===== src/rtl/vme_arb_pkg.sv =====
// Shared definitions for the VME round-robin bus arbiter: state encoding,
// active-low signal levels, requester count and the round-robin pick.
package vme_arb_pkg;

  localparam int NUM_REQ = 4;
  localparam int REQ_W   = 2;

  localparam logic ACTIVE   = 1'b0;
  localparam logic INACTIVE = 1'b1;

  typedef enum logic [1:0] {
    ST_IDLE  = 2'd0,
    ST_GRANT = 2'd1,
    ST_BUSY  = 2'd2,
    ST_CLEAR = 2'd3
  } arb_state_t;

  // req is active-high here; the search starts just after last and wraps.
  function automatic logic [REQ_W-1:0] rr_pick(input logic [NUM_REQ-1:0] req,
                                               input logic [REQ_W-1:0]   last);
    logic [REQ_W-1:0] idx;
    logic [REQ_W-1:0] win;
    logic             found;
    win   = last;
    found = 1'b0;
    for (int i = 1; i <= NUM_REQ; i++) begin
      idx = last + REQ_W'(i);
      if (!found && req[idx]) begin
        win   = idx;
        found = 1'b1;
      end
    end
    return win;
  endfunction

endpackage


===== src/rtl/vme_bus_timer.sv =====
// VME transfer watchdog: drives BERR when a strobed cycle sees no DTACK for
// BUS_TIMEOUT cycles, holding it until the address strobe is released.
module vme_bus_timer #(
  parameter int unsigned BUS_TIMEOUT = 1024
) (
  input  logic clock,
  input  logic reset,
  input  logic address_strobe,
  input  logic dtack,
  output logic berr
);
  import vme_arb_pkg::*;

  localparam int CNT_W = (BUS_TIMEOUT > 1) ? $clog2(BUS_TIMEOUT) : 1;
  localparam logic [CNT_W-1:0] CNT_TC = CNT_W'(BUS_TIMEOUT - 1);

  logic [CNT_W-1:0] cnt;
  logic             counting;

  assign counting = (address_strobe == ACTIVE) && (dtack == INACTIVE);

  always_ff @(posedge clock) begin
    if (reset) begin
      cnt  <= '0;
      berr <= INACTIVE;
    end else begin
      if (!counting)
        cnt <= '0;
      else if (cnt != CNT_TC)
        cnt <= cnt + 1'b1;

      // Once raised, BERR is held for the rest of the strobe even if DTACK arrives.
      if (address_strobe == INACTIVE)
        berr <= INACTIVE;
      else if (counting && cnt == CNT_TC)
        berr <= ACTIVE;
    end
  end

endmodule


===== src/rtl/vme_rr_arbiter.sv =====
// Four-requester round-robin VME bus arbiter with grant timeout and bus clear.
// Optional BERR watchdog is built only when VME_BUS_TIMEOUT_EN is defined.
//
// state    | meaning
// ---------+----------------------------------------------------------
// ST_IDLE  | no grant out; waiting for a request while bus is free
// ST_GRANT | bgout[owner] low; waiting for owner to assert BBSY
// ST_BUSY  | owner holds BBSY; watching for competing requests
// ST_CLEAR | bclr low; waiting for owner to release BBSY
module vme_rr_arbiter #(
  parameter int unsigned GRANT_TIMEOUT = 16,
  parameter int unsigned BUS_TIMEOUT   = 1024
) (
  input  logic       clock,
  input  logic       reset,
  input  logic [3:0] vme_br,
  input  logic       vme_bbsy,
  input  logic       vme_address_strobe,
  input  logic       vme_dtack,
  output logic [3:0] vme_bgout,
  output logic       vme_bclr,
  output logic       vme_berr,
  output logic [1:0] owner,
  output logic       owner_valid
);
  import vme_arb_pkg::*;

  localparam int GT_W = (GRANT_TIMEOUT > 1) ? $clog2(GRANT_TIMEOUT) : 1;
  localparam logic [GT_W-1:0] GT_TC = GT_W'(GRANT_TIMEOUT - 1);
  localparam logic [NUM_REQ-1:0] NO_GRANT = {NUM_REQ{INACTIVE}};

  arb_state_t       state;
  logic [REQ_W-1:0] last_owner;
  logic [GT_W-1:0]  gnt_cnt;

  logic [NUM_REQ-1:0] req;
  logic [NUM_REQ-1:0] own_mask;
  logic [REQ_W-1:0]   winner;
  logic               bus_free;

  assign req      = ~vme_br;
  assign own_mask = NUM_REQ'(1) << owner;
  assign winner   = rr_pick(req, last_owner);
  assign bus_free = (vme_bbsy == INACTIVE);

  assign owner_valid = (state == ST_GRANT) || (state == ST_BUSY);

  always_ff @(posedge clock) begin
    if (reset) begin
      state      <= ST_IDLE;
      vme_bgout  <= NO_GRANT;
      vme_bclr   <= INACTIVE;
      owner      <= '0;
      last_owner <= REQ_W'(NUM_REQ - 1);
      gnt_cnt    <= '0;
    end else begin
      case (state)
        ST_IDLE: begin
          vme_bgout <= NO_GRANT;
          vme_bclr  <= INACTIVE;
          if ((|req) && bus_free) begin
            owner     <= winner;
            vme_bgout <= ~(NUM_REQ'(1) << winner);
            gnt_cnt   <= '0;
            state     <= ST_GRANT;
          end
        end

        ST_GRANT: begin
          if (!bus_free) begin
            vme_bgout <= NO_GRANT;
            state     <= ST_BUSY;
          end else if (vme_br[owner] == INACTIVE) begin
            vme_bgout <= NO_GRANT;
            state     <= ST_IDLE;
          end else if (gnt_cnt == GT_TC) begin
            // Recording the stalled requester as last owner pushes it to the back.
            vme_bgout  <= NO_GRANT;
            last_owner <= owner;
            state      <= ST_IDLE;
          end else begin
            gnt_cnt <= gnt_cnt + 1'b1;
          end
        end

        ST_BUSY: begin
          // Release wins over a competing request so the newcomer goes through IDLE.
          if (bus_free) begin
            last_owner <= owner;
            state      <= ST_IDLE;
          end else if (|(req & ~own_mask)) begin
            vme_bclr <= ACTIVE;
            state    <= ST_CLEAR;
          end
        end

        ST_CLEAR: begin
          if (bus_free) begin
            vme_bclr   <= INACTIVE;
            last_owner <= owner;
            state      <= ST_IDLE;
          end
        end

        default: begin
          vme_bgout <= NO_GRANT;
          vme_bclr  <= INACTIVE;
          state     <= ST_IDLE;
        end
      endcase
    end
  end

`ifdef VME_BUS_TIMEOUT_EN
  vme_bus_timer #(
    .BUS_TIMEOUT(BUS_TIMEOUT)
  ) u_bus_timer (
    .clock          (clock),
    .reset          (reset),
    .address_strobe (vme_address_strobe),
    .dtack          (vme_dtack),
    .berr           (vme_berr)
  );
`else
  localparam int unsigned unused_bus_timeout = BUS_TIMEOUT;
  logic unused_watchdog_inputs;
  assign unused_watchdog_inputs = &{1'b0, vme_address_strobe, vme_dtack};
  assign vme_berr = INACTIVE;
`endif

endmodule


===== config.mk =====
export PLATFORM = sky130hd
export DESIGN_NAME = vme_rr_arbiter
export DESIGN_NICKNAME = d
export VERILOG_FILES = /design/src/rtl/vme_arb_pkg.sv /design/src/rtl/vme_bus_timer.sv /design/src/rtl/vme_rr_arbiter.sv
export SDC_FILE = /design/constraint.sdc
export NUM_CORES = 1
export LEC_CHECK = 0
export ABC_AREA = 1
export CORE_AREA = 2 2 42 72
export DETAILED_ROUTE_END_ITERATION = 12
export DIE_AREA = 0 0 44 74
export PLACE_DENSITY_LB_ADDON = 0.3
export SLEW_MARGIN = 20
export SYNTH_ARGS = -nofsm -noshare
export SYNTH_HDL_FRONTEND = slang
export SYNTH_SLANG_ARGS = --single-unit

===== constraint.sdc =====
create_clock -name clock -period 1.55 [get_ports clock]
set_input_delay 0.3875 -clock clock [delete_from_list [all_inputs] [get_ports clock]]
set_output_delay 0.3875 -clock clock [all_outputs]
set_load 0.1 [all_outputs]

Word level (Yosys, flattened, before mapping)
Index checks and enable logic that the tools add are counted.
Storage, ports and cells
  flip-flop bits (word level): 15
  bits of input ports: 9
  output and inout bits: 9
Cells by class
  add/subtract/negate cells: 4
  magnitude comparators: 5
  equality and inequality tests: 15
  shifts and indexed selects: 2
  mux-type cells: 44
  bitwise gates (word level): 4
  reductions and logical operators: 21
Operators by type and width (count)
  2-to-1 mux 4 bit: 8
  2-to-1 mux 2 bit: 15
  case mux 4 bit (2 select lines): 2
  < comparator 2 x 3 -> 1 bit, second input constant: 5
  inequality test 2 bit, second input constant: 6
  NOT 4 bit: 3
  2-to-1 mux 1 bit: 11
  binary-select mux 1 bit (select 2 bit): 5
  AND reduction 5 bit: 2
  case mux 2 bit (4 select lines): 1
  AND reduction 4 bit: 2
  OR reduction 4 bit: 2
  << shifter 1 x 2 -> 4 bit, first input constant: 2
  inequality test 2 x 1 -> 1 bit, second input constant: 3
  adder 2 bit, second input constant: 2
  adder 4 x 1 -> 4 bit, second input constant: 1
  AND 4 bit: 1
  equality test 2 bit, second input constant: 2
  equality test 4 bit, second input constant: 1
  logical AND 1 bit: 4
  inequality test 4 x 2 -> 1 bit, second input constant: 1
  case mux 2 bit (2 select lines): 1
  AND reduction 2 bit: 2
  nonzero test 2 bit: 2
  other kinds (9): 11

Longest topological paths before layout
  depth in word-level cells: 17
  gate-level depth with buffers: 13
  gate-level depth less buffers: 13

Least setup slack after synthesis
No wires, ideal clock.
  path type: register to register
  start point: register owner[1]
  end point: register state[1]
  library setup time: 0.128 ns
  data arrival time: 1.883 ns
  slack: -0.461 ns
  cell stages (with the launch flop): 10
  buffers on the path: 0
  cells stage by stage: dfxtp_1 > inv_1 > nor2_1 > nand2_1 > nand2_1 > nor2_1 > nand4_1 > nand3_1 > o21ai_0 > nor2_1
Between the ends
  word-level cells in the longest chain between the ends: 6
Ends and longest elaborated chain
  start, declared: line vme_rr_arbiter.sv:23  | output logic [1:0] owner,
  start signal, assigned: line vme_rr_arbiter.sv:62  | owner <= winner;
  << shifter 1 x 2 -> 4 bit: line vme_rr_arbiter.sv:42  | assign own_mask = NUM_REQ'(1) << owner;
  NOT 4 bit: line vme_rr_arbiter.sv:91  | end else if (|(req & ~own_mask)) begin
  AND 4 bit: line vme_rr_arbiter.sv:91
  OR reduction 4 bit: line vme_rr_arbiter.sv:91
  inequality test 3 x 2 -> 1 bit (no line)
  AND reduction 4 bit (no line)
  end signal, assigned: line vme_rr_arbiter.sv:90  | state <= ST_IDLE;
  end signal, assigned: line vme_rr_arbiter.sv:93  | state <= ST_CLEAR;
  end signal, assigned: line vme_rr_arbiter.sv:101  | state <= ST_IDLE;
  end, declared: line vme_rr_arbiter.sv:32  | arb_state_t state;
Parallel ways exist; a longest one is shown, timed or not. The select of a mux whose other input is x is not followed.
A chain may end at the register's enable or synchronous reset.

Final worst setup path
  start point: register state[0]
  end point: output port owner_valid
Between the ends
  word-level cells in the longest chain between the ends: 2
Ends and longest elaborated chain
  start signal, assigned: line vme_rr_arbiter.sv:50  | state <= ST_IDLE;
  start signal, assigned: line vme_rr_arbiter.sv:65  | state <= ST_GRANT;
  start signal, assigned: line vme_rr_arbiter.sv:72  | state <= ST_BUSY;
  equality test 2 x 1 -> 1 bit or equality test 2 bit (tied branches): line vme_rr_arbiter.sv:46  | assign owner_valid = (state == ST_GRANT) || (state == ST_BUSY);
  logical OR 1 bit (*): line vme_rr_arbiter.sv:46
  end, declared: line vme_rr_arbiter.sv:24  | output logic owner_valid
Every way passes the cells marked *; elsewhere a longest branch is shown, timed or not.

==> flow_metrics.env <==
export IMPL_async_flop_share_pct=0
export IMPL_p_clk_share_pct=8.6
export IMPL_cts_hold_buf=0
export IMPL_clockBufferDepth=2
export IMPL_insertion_delay_ns=0.26
export IMPL_pwr_share_seq_pct=17.9
export IMPL_path_clk_slew_ns=0.06
export IMPL_ys_flop_type="dfxtp_1"
export IMPL_swShare_pct=53.4
export IMPL_final_area_um2=1640
export IMPL_layout_drive_gt1_share_pct=31.5
export IMPL_cts_root_buf="clkbuf_8"
export IMPL_synth_net_count=206
export IMPL_power_leakage_nw=0.828
export IMPL_muxShareOfSynthArea_pct=0
export IMPL_cts_sinks=15
export IMPL_synthCells=191
export IMPL_cp_max_fo=4
export IMPL_status="completed"
export IMPL_synth_seq_cells=15
export IMPL_synth_area_um2=1150
export IMPL_start_util_pct=42.8
export IMPL_synth_most_common_cell="nand2_1"
export IMPL_antenna_found_initial=0
export IMPL_yosysUniqueCellTypes=27
export IMPL_slowest_delay_ns=0.38
export IMPL_yosys_area_share_simple_pct=45.4
export IMPL_fill_cells=283
export IMPL_synth_commonest_cells="nand2_1 (65), inv_1 (23), nand3_1 (17)"
export IMPL_grt_max_degree=11
export IMPL_finalSetupViolations=0
export IMPL_dp_cells=245
export IMPL_ir_drop_mv=1.75
export IMPL_drv_slew=0
export IMPL_vias=1284
export IMPL_die_area_um2=3260
export IMPL_fin_crit_ns=1.51
export IMPL_worstSetupStartpointType="register"
export IMPL_end_kind="primary output"
export IMPL_grt_remaining_overflow=0
export IMPL_critical_path_top_delay_family="flip-flops"
export IMPL_syn_area_per_cell_um2=6.03
export IMPL_grtUsageTotal_pct=19.3
export IMPL_area_delta_synth_final_pct=42.7
export IMPL_synth_compound_area_share_pct=11.1
export IMPL_stdcell_count=249
export IMPL_io_pins=18
export IMPL_final_util_pct=61.1
export IMPL_first_pass_iters=4
export IMPL_cts_max_level=1
export IMPL_yosysSeqAreaShare_pct=26.1
export IMPL_via_per_inst=5.16
export IMPL_ys_top_cells_by_area="dfxtp_1 (26%), nand2_1 (21%), inv_1 (7.5%)"
export IMPL_yosysTopAreaCellShare_pct=26.1
export IMPL_grt_pass1_wl_um=4710
export IMPL_portBuffers=14
export IMPL_worst_path_buf_inv=2
export IMPL_fin_crit_sh_pct=97.4
export IMPL_design_power_total_mw=3.86
export IMPL_maxCapViolations=0
export IMPL_wire_per_inst_um=11.1
export IMPL_synth_edf_count=0
export IMPL_coreArea_um2=2690
export IMPL_intPower_mw=1.80
export IMPL_ys_warnings_count=0
export IMPL_power_density_nw_per_um2=2350
export IMPL_rsz0062_at_grt="true"
export IMPL_hp_class="reg -> reg"
export IMPL_hpwl_um=2180
export IMPL_seqCellArea_um2=317
export IMPL_crit_arrival_ns=1.12
export IMPL_dpl_cell_area_um2=1510
export IMPL_slowest_stage="dfxtp_4"
export IMPL_power_frac_comb_pct=73.6
export IMPL_fmax_mhz=662
export IMPL_yosysTopAreaCell="dfxtp_1"
export IMPL_worstPathCellList="inv_4 > ha_4 > buf_12"
export IMPL_yosys_area_share_xor_xnor_pct=0.761
export IMPL_critical_path_class="reg -> out"
export IMPL_dieWidth_um=44
export IMPL_final_setup_skew_ns=0.00184
export IMPL_drcViolationCount=0
export IMPL_die_h_um=74
export IMPL_worstPathRequired_ns=1.16
export IMPL_post_cts_buffers=0
export IMPL_cts_tree="yes"
export IMPL_netSwitchingPower_mw=2.06
export IMPL_num_rows=25
export IMPL_multi_input_area_um2=817
export IMPL_totalWireLength_um=2760
export IMPL_synth_top_family_by_area="simple AND/OR/NAND/NOR gates"
export IMPL_synth_adder_area_share_pct=6.52
export IMPL_antenna_left=0
export IMPL_finalWeightedCongestion=0.857
export IMPL_hold_viol=0
export IMPL_first_global_vias=1222
export IMPL_drt_initial_drc_count=18
export IMPL_fin_nets=238
export IMPL_numCtsBuffers=3
export IMPL_diodes=0
## sequential cells by signal (all words and copies together) (netlist names)
name,count
last_owner,2
state,2
owner,2
gnt_cnt,4
vme_bclr,1
vme_bgout,4
## per-layer routing
metal | wire (um) | vias up | track usage (%) | part of all wire (%)
met1 | 1030 | 580 | 17.4 | 37
met3 | 80 | 11 | 4.13 | 2.9
li1 | - | 671 | - | -
met4 | 112 | 0 | 13.1 | 4.1
met2 | 1540 | 22 | 36.4 | 56
met5 | 0 | - | 0 | 0
## path summary, 6_finish.rpt
path                            slack (ns)           end        from  depth (start not counted)
worst max-delay path                  0.04   owner_valid    state[0]                          3
worst min-delay path                  0.48    gnt_cnt[1]  gnt_cnt[1]                          2
worst max register to register        0.10  vme_bgout[1]    owner[0]                          9
worst min register to register        0.48    gnt_cnt[1]  gnt_cnt[1]                          2
## what timing repair did
item,4_1_cts,5_1_grt
pin swaps,0,6
gates resized for setup,10,30
endpoints found under the setup margin,14,15
## through the flow
| step | setup TNS (ns) | worst slack [ns] | hold slack [ns] |
|---|---|---|---|
| 2_1_floorplan | 0 | 0.0570 | 0.456 |
| 3_3_place_gp | -4.59 | -0.426 | 0.471 |
| 3_5_place_dp | -4.67 | -0.415 | 0.477 |
| 4_1_cts | 0 | 0.0108 | 0.487 |
| 5_1_grt | -0.119 | -0.0252 | 0.513 |
| 6_report | 0 | 0.0400 | 0.484 |
## layout by cell type (no fill, tap or decap), drive strengths merged, types with 6 or more instances in the layout
| cell | n |
|---|---|
| nand2 | 75 |
| ha | 6 |
| nor2 | 16 |
| nand3 | 18 |
| dfxtp | 15 |
| inv | 24 |
| a21oi | 11 |
| buf | 24 |
| o21ai | 6 |
| nand4 | 6 |
## final cells by class
type | instances | share of cell area, %
clock inverters | 1 | 0.305
multi-input cells | 149 | 49.7
well taps | 27 | 2.06
repair buffers | 30 | 20.3
inverters | 24 | 5.79
clock buffers | 3 | 2.51
flip-flops and latches | 15 | 19.3
## worst reg2reg max path: cells and delay by family, from the launching register on
kind            cells  cell delay (ns)
simple gates        7             0.78
compound gates      1             0.14
flops               1             0.37
buf+inv             1             0.06
## logic make-up (layout without fill, tap and decap cells)
logic type | after synthesis | in the layout
other cells | 1 | 1
simple gates | 118 | 118
flops | 15 | 15
fa+ha+maj | 6 | 6
xor+xnor | 1 | 1
buf+inv | 27 | 58
compound gates | 23 | 23
## power by group through the flow
stage | Combinational (mW) | Sequential (mW) | Clock [mW]
floorplan | 1.44 | 1.02 | 0
global placement | 2.61 | 0.657 | 0
detailed placement | 2.62 | 0.656 | 0
CTS | 2.67 | 0.653 | 0.340
global route | 3.11 | 0.711 | 0.362
finish | 2.84 | 0.690 | 0.331
No activity file was read; power rests on OpenSTA's default activity.
